File: config.mk
export PLATFORM = sky130hd
export DESIGN_NAME = dcache_mshr_mem_arb
export DESIGN_NICKNAME = d
export VERILOG_FILES = /design/src/rtl/dcache_pkg.sv /design/src/rtl/dcache_mshr_mem_arb_rr_arbiter.sv /design/src/rtl/dcache_mshr_mem_arb.sv
export SDC_FILE = /design/constraint.sdc
export NUM_CORES = 1
export LEC_CHECK = 0
export BUFFER_PORTS_ARGS = -buffer_cell sky130_fd_sc_hd__buf_2
export CAP_MARGIN = 25
export CORE_AREA = 3 3 503 505
export DETAILED_ROUTE_END_ITERATION = 7
export DIE_AREA = 0 0 506 508
export PLACE_DENSITY = 0.31
export SLEW_MARGIN = 10
export SYNTH_ARGS = -nofsm -noshare
export SYNTH_HDL_FRONTEND = slang
export SYNTH_SLANG_ARGS = --single-unit
File: constraint.sdc
create_clock -name clock -period 26.6 [get_ports clock]
set_input_delay 5.32 -clock clock [delete_from_list [all_inputs] [get_ports clock]]
set_output_delay 5.32 -clock clock [all_outputs]
set_load 0.02 [all_outputs]
File: src/rtl/dcache_pkg.sv
// Shared dcache constants and types for the MSHR memory-request arbiter.
package dcache_pkg;

  localparam int MSHR_NUM     = 4;
  localparam int MSHR_NUM_LOG = 2;
  localparam int PADDR_W      = 48;
  localparam int MAX_OUT      = 3;
  localparam int LINE_W       = 512;

  // One memory request as it sits in the outgoing slot.
  typedef struct packed {
    logic [PADDR_W-1:0]      paddr;
    logic [MSHR_NUM_LOG-1:0] mshrid;
  } mem_req_t;

endpackage

File: src/rtl/dcache_mshr_mem_arb_rr_arbiter.sv
// Round-robin arbiter: picks the first requester at or after the pointer,
// wrapping around. Purely combinational so it can be reused by the refill path.
module rr_arbiter #(
  parameter int N   = 4,
  parameter int LOG = 2
) (
  input  logic [N-1:0]   req_i,
  input  logic [LOG-1:0] ptr_i,
  output logic [N-1:0]   grant_o,
  output logic [LOG-1:0] id_o,
  output logic           valid_o
);

  logic [LOG-1:0] idx;

  // Scan from the pointer upward; N is a power of two so the index wraps naturally.
  always_comb begin
    valid_o = 1'b0;
    id_o    = '0;
    idx     = '0;
    for (int k = 0; k < N; k++) begin
      idx = ptr_i + LOG'(k);
      if (!valid_o && req_i[idx]) begin
        valid_o = 1'b1;
        id_o    = idx;
      end
    end
    grant_o = valid_o ? (N'(1) << id_o) : '0;
  end

endmodule

File: src/rtl/dcache_mshr_mem_arb.sv
// Shares the single L2/memory request channel among the dcache MSHR entries.
// Round-robin grant into a registered request slot, credit-limited outstanding
// misses, in-flight id tracking, and one-hot routing of refill responses.
// Optional macro MSHR_MEM_ARB_PERF_EN adds saturating performance counters.
module dcache_mshr_mem_arb #(
  parameter int MSHR_NUM     = dcache_pkg::MSHR_NUM,
  parameter int MSHR_NUM_LOG = dcache_pkg::MSHR_NUM_LOG,
  parameter int PADDR_W      = dcache_pkg::PADDR_W,
  parameter int MAX_OUT      = dcache_pkg::MAX_OUT
) (
  input  logic                          clock,
  input  logic                          reset,
  input  logic [MSHR_NUM-1:0]           req_valid_vec,
  input  logic [MSHR_NUM*PADDR_W-1:0]   req_paddr_vec,
  output logic [MSHR_NUM-1:0]           req_ready_vec,
  output logic                          mem_req_valid,
  input  logic                          mem_req_ready,
  output logic [PADDR_W-1:0]            mem_req_paddr,
  output logic [MSHR_NUM_LOG-1:0]       mem_req_mshrid,
  input  logic                          mem_resp_valid,
  input  logic [MSHR_NUM_LOG-1:0]       mem_resp_mshrid,
  input  logic [dcache_pkg::LINE_W-1:0] mem_resp_data,
  output logic [MSHR_NUM-1:0]           resp_valid_vec,
  output logic [dcache_pkg::LINE_W-1:0] resp_data,
  output logic [MSHR_NUM_LOG:0]         outstanding_cnt,
  output logic                          resp_err
`ifdef MSHR_MEM_ARB_PERF_EN
  ,
  output logic [31:0]                   perf_issue_cnt,
  output logic [31:0]                   perf_stall_credit_cnt,
  output logic [31:0]                   perf_stall_ready_cnt
`endif
);

  import dcache_pkg::*;

  localparam int CNT_W = MSHR_NUM_LOG + 1;

  typedef struct packed {
    logic [PADDR_W-1:0]      paddr;
    logic [MSHR_NUM_LOG-1:0] mshrid;
  } slot_t;

  logic [MSHR_NUM-1:0]     inflight_q, inflight_d;
  logic [MSHR_NUM_LOG-1:0] rr_ptr_q, rr_ptr_d;
  logic [CNT_W-1:0]        cnt_q, cnt_d;
  logic                    slot_valid_q;
  slot_t                   slot_q;
  logic [MSHR_NUM-1:0]     resp_valid_q;
  logic [LINE_W-1:0]       resp_data_q;
  logic                    resp_err_q;

  logic [MSHR_NUM-1:0]     eligible;
  logic [MSHR_NUM-1:0]     grant;
  logic [MSHR_NUM_LOG-1:0] win_id;
  logic                    win_any;
  logic [PADDR_W-1:0]      win_paddr;
  logic                    load;
  logic                    resp_hit;
  logic [MSHR_NUM-1:0]     resp_onehot;

  rr_arbiter #(
    .N   (MSHR_NUM),
    .LOG (MSHR_NUM_LOG)
  ) u_rr_arbiter (
    .req_i   (eligible),
    .ptr_i   (rr_ptr_q),
    .grant_o (grant),
    .id_o    (win_id),
    .valid_o (win_any)
  );

  // Grant decision and next-state for the in-flight bitmap, credits and pointer.
  // Credits compare against the registered count, so a response arriving while
  // saturated only frees a slot from the following cycle.
  always_comb begin
    eligible      = req_valid_vec & ~inflight_q;
    load          = ~reset & (~slot_valid_q | mem_req_ready)
                  & (cnt_q < CNT_W'(MAX_OUT)) & win_any;
    req_ready_vec = load ? grant : '0;
    resp_onehot   = MSHR_NUM'(1) << mem_resp_mshrid;
    resp_hit      = mem_resp_valid & inflight_q[mem_resp_mshrid];
    inflight_d    = (inflight_q | req_ready_vec) & ~(resp_hit ? resp_onehot : '0);
    cnt_d         = cnt_q + {{(CNT_W-1){1'b0}}, load} - {{(CNT_W-1){1'b0}}, resp_hit};
    rr_ptr_d      = load ? (win_id + MSHR_NUM_LOG'(1)) : rr_ptr_q;
  end

  // Select the winning entry's address out of the flattened request bus.
  always_comb begin
    win_paddr = '0;
    for (int i = 0; i < MSHR_NUM; i++) begin
      if (win_id == MSHR_NUM_LOG'(i)) win_paddr = req_paddr_vec[i*PADDR_W +: PADDR_W];
    end
  end

  // Arbitration state: in-flight ids, credit count and round-robin pointer.
  always_ff @(posedge clock or posedge reset) begin
    if (reset) begin
      inflight_q <= '0;
      cnt_q      <= '0;
      rr_ptr_q   <= '0;
    end else begin
      inflight_q <= inflight_d;
      cnt_q      <= cnt_d;
      rr_ptr_q   <= rr_ptr_d;
    end
  end

  // Outgoing request slot: loads on grant, empties on handshake with no new load.
  always_ff @(posedge clock or posedge reset) begin
    if (reset) begin
      slot_valid_q <= 1'b0;
      slot_q       <= '0;
    end else if (load) begin
      slot_valid_q <= 1'b1;
      slot_q       <= '{paddr: win_paddr, mshrid: win_id};
    end else if (mem_req_ready) begin
      slot_valid_q <= 1'b0;
    end
  end

  // Response routing: one-cycle one-hot pulse, held line data, sticky error.
  always_ff @(posedge clock or posedge reset) begin
    if (reset) begin
      resp_valid_q <= '0;
      resp_data_q  <= '0;
      resp_err_q   <= 1'b0;
    end else begin
      resp_valid_q <= resp_hit ? resp_onehot : '0;
      if (resp_hit) resp_data_q <= mem_resp_data;
      if (mem_resp_valid && !resp_hit) resp_err_q <= 1'b1;
    end
  end

  assign mem_req_valid   = slot_valid_q;
  assign mem_req_paddr   = slot_q.paddr;
  assign mem_req_mshrid  = slot_q.mshrid;
  assign resp_valid_vec  = resp_valid_q;
  assign resp_data       = resp_data_q;
  assign outstanding_cnt = cnt_q;
  assign resp_err        = resp_err_q;

`ifdef MSHR_MEM_ARB_PERF_EN
  logic [31:0] perf_issue_q, perf_stall_credit_q, perf_stall_ready_q;

  function automatic logic [31:0] sat_inc(input logic [31:0] v, input logic en);
    return (en && (v != '1)) ? v + 32'd1 : v;
  endfunction

  // Saturating event counters: handshakes, credit stalls, downstream stalls.
  always_ff @(posedge clock or posedge reset) begin
    if (reset) begin
      perf_issue_q        <= '0;
      perf_stall_credit_q <= '0;
      perf_stall_ready_q  <= '0;
    end else begin
      perf_issue_q        <= sat_inc(perf_issue_q, slot_valid_q & mem_req_ready);
      perf_stall_credit_q <= sat_inc(perf_stall_credit_q,
                                     (|eligible) & (cnt_q == CNT_W'(MAX_OUT)));
      perf_stall_ready_q  <= sat_inc(perf_stall_ready_q, slot_valid_q & ~mem_req_ready);
    end
  end

  assign perf_issue_cnt        = perf_issue_q;
  assign perf_stall_credit_cnt = perf_stall_credit_q;
  assign perf_stall_ready_cnt  = perf_stall_ready_q;
`endif

endmodule

Word level (Yosys, flattened, before mapping)
Cells that the tools add are included.

storage, ports and cells
  bits in registers = 577
  input bits = 714
  output and inout bits = 575

cells by class
  $add $sub $neg = 6
  order comparisons = 6
  equality and inequality tests = 3
  shifts and indexed selects = 2
  mux-type cells = 27
  bitwise operators = 12
  reduce and logical (&&, ||, !) cells = 10

operators by type and width
  cell                                                                           count
  48-bit 2-to-1 mux                                                              4
  2-bit by 3-bit less-than comparator with 1-bit output (second input constant)  5
  4-bit 2-to-1 mux                                                               3
  1-bit 2-to-1 mux                                                               11
  1-bit binary-select mux with 2-bit select                                      5
  4-bit AND                                                                      2
  2-bit 2-to-1 mux                                                               4
  4-bit inverter                                                                 2
  1-bit by 2-bit << shifter with 4-bit output (first input constant)             2
  2-bit by 1-bit adder with 2-bit output (second input constant)                 2
  2-bit adder (second input constant)                                            2
  1-bit AND                                                                      4
  2-bit equality test (second input constant)                                    2
  1-bit logical AND                                                              4
  1-bit zero test                                                                4
  4-bit bitwise OR                                                               1
  3-bit by 1-bit adder with 3-bit output                                         1
  3-bit by 2-bit less-than comparator with 1-bit output (second input constant)  1
  3-bit by 1-bit subtractor with 3-bit output                                    1
  2-bit by 1-bit equality test with 1-bit output (second input constant)         1
  2-bit zero test                                                                1
  1-bit inverter                                                                 2
  2-bit nonzero test                                                             1
  1-bit bitwise OR                                                               1

Longest topological paths before layout
  word-level depth = 19
  mapped depth = 13
  gate-level depth less buffers = 10

By module
From an unflattened synthesis, not the netlist that was laid out.

second synthesis, totals
  cells, all modules = 1525
  area total of the unflattened synthesis = 23082.1 um^2

by module, submodules not included
  module               times used  cells an instance  area an instance (um^2)  seq. area each (um^2)
  dcache_mshr_mem_arb  1           1493               22899.5                  14438.8
  rr_arbiter           1           32                 182.7                    0.0

Least setup slack after synthesis
No wires, ideal clock.

  path type = input to output
  start = in req_valid_vec[0]
  end = out req_ready_vec[2]
  data arrival time = 7.274 ns
  path slack = 14.006 ns
  cell stages on the path = 9
  path buffers = 3
  cells stage by stage = or3b_1 a21o_1 and3_1 inv_1 ha_1 clkbuf_1 buf_2 clkbuf_1 and3_1

between the ends
  word-level cells in the longest chain between the ends = 16
  elaborated cells between the ends (all ways) = 27

RTL lines
  element                                      line                                  text
  from (decl)                                  dcache_mshr_mem_arb.sv:13             input logic [MSHR_NUM-1:0] req_valid_vec,
  4-bit AND *                                  dcache_mshr_mem_arb.sv:77             eligible = req_valid_vec & ~inflight_q;
  1-bit binary-select mux with 2-bit select    dcache_mshr_mem_arb_rr_arbiter.sv:23  if (!valid_o && req_i[idx]) begin
  1-bit 2-to-1 mux (not written as such)       dcache_mshr_mem_arb_rr_arbiter.sv:23
  1-bit 2-to-1 mux                             dcache_mshr_mem_arb_rr_arbiter.sv:23
  1-bit zero test                              dcache_mshr_mem_arb_rr_arbiter.sv:23
  1-bit logical AND                            dcache_mshr_mem_arb_rr_arbiter.sv:23
  1-bit 2-to-1 mux                             dcache_mshr_mem_arb_rr_arbiter.sv:23
  1-bit zero test                              dcache_mshr_mem_arb_rr_arbiter.sv:23
  1-bit logical AND                            dcache_mshr_mem_arb_rr_arbiter.sv:23
  1-bit 2-to-1 mux                             dcache_mshr_mem_arb_rr_arbiter.sv:23
  1-bit zero test                              dcache_mshr_mem_arb_rr_arbiter.sv:23
  1-bit logical AND                            dcache_mshr_mem_arb_rr_arbiter.sv:23
  2-bit 2-to-1 mux                             dcache_mshr_mem_arb_rr_arbiter.sv:23
  1-bit by 2-bit << shifter with 4-bit output  dcache_mshr_mem_arb_rr_arbiter.sv:28  grant_o = valid_o ? (N'(1) << id_o) : '0;
  4-bit 2-to-1 mux                             dcache_mshr_mem_arb_rr_arbiter.sv:28
  4-bit 2-to-1 mux *                           dcache_mshr_mem_arb.sv:80             req_ready_vec = load ? grant : '0;
  to (decl)                                    dcache_mshr_mem_arb.sv:15             output logic [MSHR_NUM-1:0] req_ready_vec,

Mark *: on every way between the ends. The rest lies on a longest branch, timed or not. The select of a mux whose other input is x is not followed.

Worst setup path in the final report
  start = in req_valid_vec[2]
  end = out req_ready_vec[3]

The elaborated chain is that of the path after synthesis.

==> summary.md <==
| Metric | Value |
|---|---|
| Crit-path cells | buf_2 > nand2b_1 > nand4_1 > buf_4 > and2_2 > buf_4 > inv_1 > nor3_1 > buf_2 |
| Post-Syn Instances | 2,758 |
| TritonCTS clock tree | yes |
| IO Port Bufs | roughly 1,300 |
| DR vias/cell | between 3 and 4 |
| Total Power | slightly above 5 mW |
| Setup ws final | between 10 and 15 ns |
| Buf/Inv on CP | 5 |
| Least-Margin Pin Slew | a little over 1 ns |
| Routed wire per std cell | about 23 um |
| Setup TNS | 0 ns |
| # setup viols final | 0 |
| Routing usage on met1 | 0.148 |
| Area of the core | roughly 250,000 um^2 |
| Asr flop ratio synth | 1.00 |
| Total gr overflow | 0 |
| Most used routing layer | met2 |
| Clock Pin Slew Worst Setup and Hold Paths | roughly 0.060 ns |
| Crit-path max FO | 53 |
| Die area | 257,000 um^2 |
| Post-Route WL | roughly 170 mm |
| Leading area contributor after synthesis | dfrtp_1 |
| Placed Cells incl. Taps | between 7,000 and 8,000 |
| # resized after CTS | 0 |
| Cts bufs inserted | 86 |
| Chip Height | 508 um |
| Largest net degree at the start of global routing | 173 |
| Gr usage total | 0.128 |
| Max clock buf depth | 3 |
| Worst-Skew Late Latency | approximately 0.69 ns |
| Clock Sinks | between 500 and 600 |
| CTS Hold Bufs | 0 |
| Worst min path class | reg -> reg |
| Max stage delay cell, worst path | buf_4 |
| Endpoints failing hold | 0 |
| Met2 GRT Util | 0.216 |
| RSZ-0062 raised after global routing | no |
| Slowest cell delay on critical path | 0.57 ns |
| Vias in the first global route | 25,500 |
| H-tree depth | 3 |
| First-pass GRT wire length | 230 mm |
| Pwr dens | roughly 140 nW/um^2 |
| Cell family with most CP delay | buffers and inverters |
| Mapped Area | 24,100 um^2 |
| Starting Density | 0.0967 |
| Residual DRC | 0 |
| GPL Wtd Cong | between 0.8 and 0.9 |
| Initial antenna violation count | approximately 120 |
| WP data arrival | between 8 and 9 ns |
| Die X | 506 um |
| Synth area leaders | dfrtp_1, nand2_1, a21oi_1 |
| Pre-CTS setup slack | 12.29 ns |
| Data required time at the worst endpoint | 21.28 ns |
| Non-filler cells, final | 7,406 |
| Max Cap Viol | 0 |
| Final worst-path cycle share | 0.525 |
| Final Util | 0.149 |
| F_max | roughly 0.07 GHz |
| Antenna-violating nets left | 0 |
| Final nets | approximately 4,700 |
| Final min period | approximately 14 ns |
| Mapped Nets | 3,479 |
| Area growth from synthesis to layout | 54.1% |
| Met3 Use GR | 0.0524 |
| Ratio of cells with drive above 1 in the final layout | 0.365 |
| Prevailing post-synth register cell | dfrtp_1 |
| Synth top area share | 0.600 |
| Routed via count | between 20,000 and 25,000 |
| Register area share after synthesis | 0.600 |
| Mapped Avg Cell Area | 8.72 um^2 |
| Root Buffer | clkbuf_16 |
| P_leak | approximately 19 nW |
| Synth cell count leaders | nand2_1, dfrtp_1, a21oi_1 |
| CP Capture Type | primary output |
| Synth Register Bits | ~580 |
| DP HPWL | approximately 140 mm |
| Post-synth EDFFs | 0 |
| Initial DRC count | around 1,300 |
| Site Rows | about 180 |
| Pre-antenna DRT Iters | 5 |
| Synth Warn # | 0 |
| Startpoint type of the worst setup path | input port |
| Most instantiated library cell after synthesis | nand2_1 |
| Max-slew headroom | 0.316 |
| Io pins | ~1,300 |
| Fin Clk Skew | between 0.04 and 0.05 ns |
| Slew Limit Fails | 0 |
| Status | finished clean |
| Maximum vdd ir drop | roughly 0.05 mV |
| # Post-CTS Setup Buffers | 0 |
| Setup CP Type | in -> out |
| Yosys cell types | 38 |
worst min-delay path, delay by kind of cell (launching register included):
| family | cells | cell delay (ns) |
|---|---|---|
| flip-flops | 1 | 0.33 |
| AND/OR/NAND/NOR | 2 | 0.10 |
area by class of cell:
cell class | instances | area, um^2
Fill cell | 28800 | 212000
Sequential cell | 577 | 14400
Multi-Input combinational cell | 1978 | 8620
Timing Repair Buffer | 1324 | 6760
Tap cell | 3330 | 4170
Clock buffer | 119 | 2450
Clock inverter | 38 | 504
Antenna cell | 28 | 70.1
Inverter | 12 | 60.1
cell families (layout without fill, tap and decap cells):
| kind of cell | after synthesis | after routing | synth area share |
|---|---|---|---|
| simple gates | 1708 | 1708 | 0.287 |
| flops | 577 | 577 | 0.600 |
| compound gates | 259 | 259 | 0.0628 |
| buf+inv | 203 | 1493 | 0.0438 |
| fa+ha+maj | 7 | 7 | 0.00395 |
| mux | 3 | 3 | 0.00182 |
| xor+xnor | 1 | 1 | 0.000364 |
| other cells | 0 | 28 | 0 |
final timing paths:
path / from / endpoint / slack, ns / depth (start not counted)
setup / recovery: req_valid_vec[2] / req_ready_vec[3] / 12.62 / 9
hold / removal: resp_data[225]$_DFFE_PP0P_ / resp_data[225]$_DFFE_PP0P_ / 0.47 / 2
setup reg to reg: inflight_q[2]$_DFF_PP0_ / outstanding_cnt[2]$_DFF_PP0_ / 22.38 / 11
hold reg to reg: resp_data[225]$_DFFE_PP0P_ / resp_data[225]$_DFFE_PP0P_ / 0.47 / 2
max in group asynchronous: reset / resp_data[492]$_DFFE_PP0P_ / 18.88 / 5
min in group asynchronous: reset / resp_data[121]$_DFFE_PP0P_ / 4.76 / 2
power by group:
group,switching [mW],leakage (nW),internal [mW]
clock,0.493,1.44,0.717
sequential,0.244,7.12,1.29
combinational,1.71,10.8,0.649
flip-flops by register name (all words and copies together), names as in the netlist:
register,cells
inflight_q,4
mem_req_mshrid,2
mem_req_paddr,48
mem_req_valid,1
outstanding_cnt,3
resp_data,512
resp_err,1
resp_valid_vec,4
rr_ptr_q,2
metal layers:
layer	share of wire	vias to the layer above
li1	-	11200
met1	0.40	12000
met2	0.47	1155
met3	0.095	302
met4	0.035	56
met5	0.0021	-
cell usage in the layout (no fill, tap or decap), types with 7 or more instances in the layout:
master / netlist / final
nand2_1: 1537 / 1536
clkbuf_16: 0 / 86
clkbuf_8: 0 / 17
a21oi_1: 149 / 148
clkinv_2: 0 / 15
nor2b_1: 51 / 50
buf_2: 86 / 1288
bufinv_16: 0 / 7
o31ai_1: 48 / 48
nand3b_1: 49 / 49
diode_2: 0 / 28
inv_1: 11 / 10
buf_4: 49 / 33
nand4_1: 49 / 49
a31oi_1: 51 / 51
dfrtp_1: 577 / 577
clkbuf_1: 52 / 16
through the flow:
stage                     hold WS (ns)  area (um^2)
after floorplan                  0.483        24100
after global placement           0.453        34000
after detailed placement         0.457        34000
after CTS                        0.471        37000
after global routing             0.484        37000
final                            0.465        37100
Note: power is estimated with default switching activity, not from simulation.
